### src/rtl/accum_seq_pkg.sv
// Shared encodings and default sizing for the accumulator sequencer.
package accum_seq_pkg;

  localparam int PIX_W_DEF     = 8;
  localparam int LOG2_NPIX_DEF = 14;

  // FSM state encodings
  localparam logic [1:0] ST_IDLE  = 2'd0;
  localparam logic [1:0] ST_CLEAR = 2'd1;
  localparam logic [1:0] ST_ACCUM = 2'd2;
  localparam logic [1:0] ST_DRAIN = 2'd3;

endpackage

### src/rtl/accum_seq_ctrl_pix_counter.sv
// Pixel counter: synchronous clear, enable-increment, terminal-count flag.
module pix_counter #(
  parameter int           W   = 15,
  parameter logic [W-1:0] MAX = '1
) (
  input  logic clk,
  input  logic reset,
  input  logic clr,
  input  logic en,
  output logic tc
);

  logic [W-1:0] count_q;
  logic [W-1:0] count_d;

  // next count: clear wins over increment
  always_comb begin
    count_d = count_q;
    if (clr) begin
      count_d = '0;
    end else if (en) begin
      count_d = count_q + {{(W-1){1'b0}}, 1'b1};
    end
  end

  // count register
  always_ff @(posedge clk) begin
    if (reset) begin
      count_q <= '0;
    end else begin
      count_q <= count_d;
    end
  end

  assign tc = (count_q == MAX);

endmodule

### src/rtl/accum_seq_ctrl.sv
// Per-frame sequencer for the external running-sum accumulator: clears it,
// streams one frame of pixels in, waits out its register latency, then
// captures the frame sum and mean.
//
// Pixel handshake: a pixel transfers in a cycle iff pix_valid & pix_ready.
// pix_ready is a function of state and abort only (never of pix_valid), and
// acc_add carries pix_data only in a transfer cycle, zero otherwise, so the
// accumulator never re-adds a stalled pixel.
module accum_seq_ctrl
  import accum_seq_pkg::*;
#(
  parameter  int PIX_W     = PIX_W_DEF,
  parameter  int LOG2_NPIX = LOG2_NPIX_DEF,
  localparam int SUM_W     = PIX_W + LOG2_NPIX
) (
  input  logic             clk,
  input  logic             reset,
  input  logic             start,
  input  logic             abort,
  input  logic             pix_valid,
  input  logic [PIX_W-1:0] pix_data,
  output logic             pix_ready,
  output logic [PIX_W-1:0] acc_add,
  output logic             acc_reset_add,
  input  logic [SUM_W-1:0] acc_sum,
  output logic             busy,
  output logic             done,
  output logic [SUM_W-1:0] sum_out,
  output logic [PIX_W-1:0] mean_out
);

  // last pixel index of a frame; count is one bit wider so it cannot wrap
  localparam logic [LOG2_NPIX:0] CNT_MAX = {1'b0, {LOG2_NPIX{1'b1}}};

  logic [1:0]       state_q, state_d;
  logic             done_q, done_d;
  logic [SUM_W-1:0] sum_out_q, sum_out_d;
  logic [PIX_W-1:0] mean_out_q, mean_out_d;
  logic             transfer;
  logic             cnt_tc;

  // handshake and accumulator drive; abort suppresses any transfer
  always_comb begin
    pix_ready     = (state_q == ST_ACCUM) && !abort;
    transfer      = pix_ready && pix_valid;
    acc_add       = transfer ? pix_data : '0;
    acc_reset_add = (state_q == ST_CLEAR) || abort;
    busy          = (state_q != ST_IDLE);
  end

  pix_counter #(
    .W   (LOG2_NPIX + 1),
    .MAX (CNT_MAX)
  ) u_pix_counter (
    .clk   (clk),
    .reset (reset),
    .clr   (state_q == ST_CLEAR),
    .en    (transfer),
    .tc    (cnt_tc)
  );

  // next-state logic; abort returns to IDLE from any state
  always_comb begin
    state_d = state_q;
    if (abort) begin
      state_d = ST_IDLE;
    end else begin
      case (state_q)
        ST_IDLE:  if (start) state_d = ST_CLEAR;
        ST_CLEAR: state_d = ST_ACCUM;
        ST_ACCUM: if (transfer && cnt_tc) state_d = ST_DRAIN;
        ST_DRAIN: state_d = ST_IDLE;
        default:  state_d = ST_IDLE;
      endcase
    end
  end

  // result capture: in DRAIN the accumulator already holds the last pixel
  always_comb begin
    done_d     = (state_q == ST_DRAIN) && !abort;
    sum_out_d  = sum_out_q;
    mean_out_d = mean_out_q;
    if (done_d) begin
      sum_out_d  = acc_sum;
      mean_out_d = acc_sum[SUM_W-1 -: PIX_W];
    end
  end

  // state and result registers
  always_ff @(posedge clk) begin
    if (reset) begin
      state_q    <= ST_IDLE;
      done_q     <= 1'b0;
      sum_out_q  <= '0;
      mean_out_q <= '0;
    end else begin
      state_q    <= state_d;
      done_q     <= done_d;
      sum_out_q  <= sum_out_d;
      mean_out_q <= mean_out_d;
    end
  end

  assign done     = done_q;
  assign sum_out  = sum_out_q;
  assign mean_out = mean_out_q;

endmodule

### config.mk
export PLATFORM = sky130hd
export DESIGN_NAME = accum_seq_ctrl
export DESIGN_NICKNAME = d
export VERILOG_FILES = /design/src/rtl/accum_seq_pkg.sv /design/src/rtl/accum_seq_ctrl_pix_counter.sv /design/src/rtl/accum_seq_ctrl.sv
export SDC_FILE = /design/constraint.sdc
export NUM_CORES = 1
export LEC_CHECK = 0
export ABC_AREA = 0
export CORE_MARGIN = 4
export CORE_UTILIZATION = 42
export DETAILED_ROUTE_END_ITERATION = 8
export PLACE_DENSITY = 0.86
export SYNTH_ARGS = -nofsm -noshare
export SYNTH_HDL_FRONTEND = slang
export SYNTH_SLANG_ARGS = --single-unit
### constraint.sdc
create_clock -name clk -period 2.9 [get_ports clk]
set_clock_uncertainty 0.15 [all_clocks]
set_input_delay 0.58 -clock clk [delete_from_list [all_inputs] [get_ports clk]]
set_output_delay 0.58 -clock clk [all_outputs]
set_load 0.03 [all_outputs]
==> results of run 1 <==
[layout by cell type (no fill, tap or decap), types with 2 or more instances in the layout]
cell type	n
nor2b_1	3
nand4_1	4
o21ai_0	3
xnor2_1	6
ha_1	5
clkdlybuf4s50_1	68
or3_1	5
inv_1	6
dfxtp_1	40
nor2_1	12
nand3_1	3
nand2b_1	2
nor3_1	5
clkbuf_8	5
buf_4	12
nand2_1	54
a21oi_1	28
or4_1	3
xor2_1	2
and2_1	8
[worst max path at each step]
stage / startpoint / to / depth (start not counted)
global placement: abort / acc_reset_add / 3
floorplan: state_q[0] / u_pix_counter.count_q[12] / 7
CTS: abort / acc_reset_add / 3
finish: abort / acc_reset_add / 3
detailed placement: abort / u_pix_counter.count_q[12] / 5
global route: abort / acc_reset_add / 3
[sequential cells by signal (all words and copies together), names as in the netlist]
register,cells
state_q,2
done,1
sum_out,22
u_pix_counter.count_q,15
[worst reg2reg max path, cell delays in order (launching register included)]
cell and delay, ns:
dfxtp_1 0.35, inv_1 0.09, ha_1 0.31, nand3b_4 0.16, or4_1 0.64, or4_1 0.50
nand2_1 0.08
[final cells by class]
| type | count | area share |
|---|---|---|
| inverters | 6 | 0.00863 |
| multi-input cells | 155 | 0.324 |
| flip-flops and latches | 40 | 0.307 |
| well taps | 50 | 0.0240 |
| clock inverters | 2 | 0.0134 |
| clock buffers | 6 | 0.0278 |
| repair buffers | 80 | 0.295 |
[cells by family (layout without fill, tap and decap cells)]
family / Yosys count / in the layout / synth area share
adder cells (fa/ha/maj): 5 / 5 / 0.0353
buffers and inverters: 25 / 94 / 0.0706
multiplexers: 1 / 1 / 0.00565
flip-flops: 40 / 40 / 0.452
AO/OA/AOI/OAI: 36 / 36 / 0.112
AND/OR/NAND/NOR: 105 / 105 / 0.285
XOR/XNOR: 8 / 8 / 0.0395
[per-layer routing]
metal	share of wire	track usage
met1	0.42	0.173
met2	0.49	0.275
met3	0.074	0.0468
met4	0.013	0.0697
met5	0	0
[power by group through the flow]
stage / combinational, mW / clock [mW] / sequential (mW)
floorplan: 0.0331 / 0 / 0.566
global placement: 0.0937 / 0 / 0.566
detailed placement: 0.0937 / 0 / 0.566
CTS: 0.0945 / 0.448 / 0.553
global route: 0.101 / 0.465 / 0.553
finish: 0.0939 / 0.440 / 0.553
[metrics by stage]
step	instances	hold WS, ns	area [µm²]	setup slack (ns)
after floorplan	220	0.304	1770	0.705
after global placement	331	0.291	2500	0.175
after detailed placement	331	0.298	2500	0.139
after CTS	339	0.307	2610	0.156
after global routing	339	0.331	2610	0.111
final	339	0.305	2610	0.158
==> out/qor.csv, run 1 <==
metric;value;unit
fmax;0.365;GHz
Num Clock Sinks;40;
Setup TNS;0;ns
Sequential Power Share;0.509;
RSZ-0062 raised after global routing;false;
number of global-route vias before repair;1601;
Synth area leaders;dfxtp_1, nand2_1, a21oi_1;
average wire per standard cell;12.4;µm
CP Capture Type;output pin;
synthesis-stage register bit count;40;
Worst setup SP type;input pin;
RR Startpoint;state_q[0];
maxcap violations;0;
Top FF cell, synth;dfxtp_1;
# DRC;0;
gpl congestion;0.794;
hold_sp;sum_out[4];
hold buffers post-CTS;0;
ys async rst share;0;
number of warnings issued by yosys;0;
Synth Cell Area;1770;µm²
crit-path most repeated cell;clkdlybuf4s50_1;
routed vias/inst;4.93;
max_slew headroom;0.673;
CP Class;input pin to output pin;
largest net degree at the start of global routing;28;
drt first pass iters;4;
Hold Crit Endpoint;sum_out[4];
die width;73.0;µm
Fillers;372;
# resized after CTS;0;
fin. max-slew vios;0;
worst reg2reg path depth;6;
Worst Hold Depth;2;
Core Region;4030;µm²
count of different cell masters after synthesis;32;
n_diodes;0;
count leader, synth;nand2_1;
Crit-path slowest cell;clkdlybuf4s50_1;
CTS root buf;clkbuf_8;
Reg clk slew, reported paths;0.07;ns
CTS Buf Count;5;
PD cells;416;nW/µm²
Multi-input gate area;846;µm²
layout net count;328;
hpwl dp;3.06;mm
CP delay by family, top;buffers and inverters;
I/O Buffers;76;
CP max FO;8;
Tot GR Track Use;0.157;
Final Setup Violations;0;
CP arrival;2.01;ns
setup bufs post-CTS;0;
Clk Latency, worst-skew pair;0.29;ns
CP Buf/Inv Count;2;
R2R Setup Slk;0.57;ns
worst path cell trace;clkdlybuf4s50_1 -> or2_2 -> clkdlybuf4s50_1;
final hold violations;0;
CTS tree;done;
DR iter-0 viols;61;
clock share of power;0.405;
Seq/Total Area, Yosys;0.452;
Internal;863;µW
die area;5320;µm²
Synth area leader;dfxtp_1;
final WL;4.20;mm
Mapped Cells;220;
period utilization;0.945;
Leakage;0.937;nW
Synth top area share;0.452;
syn_area_per_cell;8.05;µm²
Finished Core Util;0.648;
initial antenna violation count;0;
Peak VDD IR;0.277;mV
largest stage delay on the critical path;0.59;ns
Reg2Reg Capture Point;u_pix_counter.count_q[12];
Net Count, Synth;260;
antenna viol nets, final;0;
minimum clock period;2.74;ns
I/O pin count;77;
EDFF count, synth;0;
Worst Path Required;2.17;ns
vias;1672;
run status;finished clean;
Seq. cell area;801;µm²
grt total ovfl;0;
combinational cell fraction of total power;0.086;
share of cells above drive strength 1;0.0761;
Max Root-Sink Buffers;2;
worst slew pin tran;0.491;ns
Core Rows;23;
switching share of power;0.206;
Hold WC Path Type;flop to flop;
Die Y;73.0;µm
htree depth;2;
Starting Density;0.440;
first-pass GRT wire length;6.62;mm
most common library cells after synthesis;nand2_1, dfxtp_1, a21oi_1, nor2_1, clkbuf_1;
Power, Total;1.09;mW
P_sw;224;µW
area delta synth->final;47.3;%
Power figures use the tool's default switching activity.
==> run 2: changes to the inputs <==
CORE_UTILIZATION = 61   (was 42)
DONT_BUFFER_PORTS = 1   (was default)
PLACE_DENSITY = 0.83   (was 0.86)
SLEW_MARGIN = 10   (was default)
==> out/qor.csv, run 2 (same netlist as run 1, synthesis figures left out) <==
metric;value;unit
Tot GR Track Use;0.193;
final hold violations;0;
die width;61.9;µm
Cells after DPL;233;
GR Layer Usage met1;0.198;
non-filler cells, final;241;
worst path cell trace;inv_1 -> ha_1 -> and3b_1 -> and2_1;
Core Rows;19;
Fillers;252;
final WL;3.56;mm
Hold WC Path Type;input pin to flop;
Finished Cell Area;1800;µm²
die area;3830;µm²
Clk Latency, worst-skew pair;0.37;ns
most frequent cells in the layout;nand2_1, dfxtp_1, a21oi_1, nor2_1, and2_1;
Reg clk slew, reported paths;0.12;ns
layout net count;249;
# DRC;0;
Seq. cell area;801;µm²
gpl congestion;0.778;
hold buffers post-CTS;0;
vias;1415;
average wire per standard cell;14.8;µm
Worst Hold Depth;1;
grt total ovfl;0;
antenna viol nets, final;0;
hold_sp;reset;
share of cells above drive strength 1;0.0571;
setup bufs post-CTS;0;
grt met2 use;0.324;
Hold Crit Endpoint;sum_out[17];
Final Setup Violations;0;
maxcap violations;0;
routed vias/inst;5.87;
minimum clock period;2.71;ns
gr busiest metal;met2;
Crit-path slowest cell;and3b_1;
Num Clock Sinks;40;
max_slew headroom;0.480;
worst slew pin tran;0.780;ns
Placement Cell Area;1720;µm²
DR iter-0 viols;65;
Power, Total;964;µW
fin. max-slew vios;0;
Core Region;2760;µm²
initial antenna violation count;0;
RSZ-0062 raised after global routing;false;
CP Class;flop to output pin;
PD cells;536;nW/µm²
largest net degree at the start of global routing;29;
number of global-route vias before repair;1252;
met3 GRT Util;0.0579;
I/O pin count;77;
worst reg2reg path depth;6;
CTS tree;done;
fmax;0.370;GHz
CP arrival;1.98;ns
Worst Path Required;2.17;ns
RR Startpoint;state_q[0];
# resized after CTS;0;
CP Capture Type;output pin;
area delta synth->final;1.62;%
I/O Buffers;0;
hpwl dp;2.67;mm
Max Root-Sink Buffers;2;
htree depth;2;
Starting Density;0.642;
first-pass GRT wire length;5.31;mm
Leakage;0.622;nW
max FFs per register;22;
largest stage delay on the critical path;0.43;ns
drt first pass iters;4;
Worst setup SP type;flop;
Setup TNS;0;ns
worst hold margin;0.114;ns
R2R Setup Slk;0.49;ns
Reg2Reg Capture Point;u_pix_counter.count_q[12];
CTS Buf Count;5;
n_diodes;0;
Multi-input gate area;846;µm²
run status;finished clean;
CTS root buf;clkbuf_4;
Peak VDD IR;0.541;mV
Die Y;61.9;µm
period utilization;0.933;
CP max FO;12;
most common cell after layout, fill and taps aside;nand2_1;
==> run 2: cell count changes in the layout (fill, tap and decap cells not counted), sizes merged <==
cell,delta
clkdlybuf4s50,-68
buf,-11
clkbuf,-1
clkinv,+1
==> run 2: routing by layer <==
| metal | part of all wire | vias up |
|---|---|---|
| met2 | 0.49 | 60 |
| met3 | 0.075 | 13 |
| li1 | - | 700 |
| met1 | 0.40 | 642 |
| met4 | 0.035 | 0 |
| met5 | 0 | - |
==> run 2: where the power goes <==
part	leakage (nW)	switching (mW)	internal [mW]	total (mW)
Combinational	0.254	0.0214	0.0103	0.0317
Clock	0.0454	0.193	0.184	0.377
Sequential	0.322	0.00370	0.551	0.555
Total	0.622	0.218	0.746	0.964
==> run 2: layout make-up <==
cell class,count,share of cell area
multi-input cells,155,0.470
flip-flops and latches,40,0.445
clock inverters,3,0.0264
well taps,31,0.0215
clock buffers,5,0.0208
inverters,6,0.0125
repair buffers,1,0.00417
==> run 2: per-stage QoR <==
| step | setup WS (ns) | utilization |
|---|---|---|
| floorplan | 0.705 | - |
| global placement | 0.624 | 0.622 |
| detailed placement | 0.524 | 0.622 |
| CTS | 0.193 | 0.653 |
| global route | 0.0645 | 0.653 |
| finish | 0.194 | 0.653 |
==> run 2: how the worst max path moves through the flow <==
| stage | start | endpoint | slack, ns | cells after the start |
|---|---|---|---|---|
| 2_1_floorplan | state_q[0] | u_pix_counter.count_q[12] | 0.71 | 7 |
| 3_3_place_gp | state_q[0] | u_pix_counter.count_q[12] | 0.62 | 6 |
| 3_5_place_dp | state_q[0] | u_pix_counter.count_q[12] | 0.52 | 6 |
| 4_1_cts | state_q[0] | acc_add[6] | 0.19 | 4 |
| 5_1_grt | state_q[0] | acc_add[6] | 0.06 | 4 |
| 6_report | state_q[0] | acc_add[6] | 0.19 | 4 |
==> run 2: worst max-delay path, delay by kind of cell (launching register included) <==
family / cells / cell delay [ns]
AND/OR/NAND/NOR: 2 / 0.81
adder cells (fa/ha/maj): 1 / 0.33
buffers and inverters: 1 / 0.09
flip-flops: 1 / 0.36
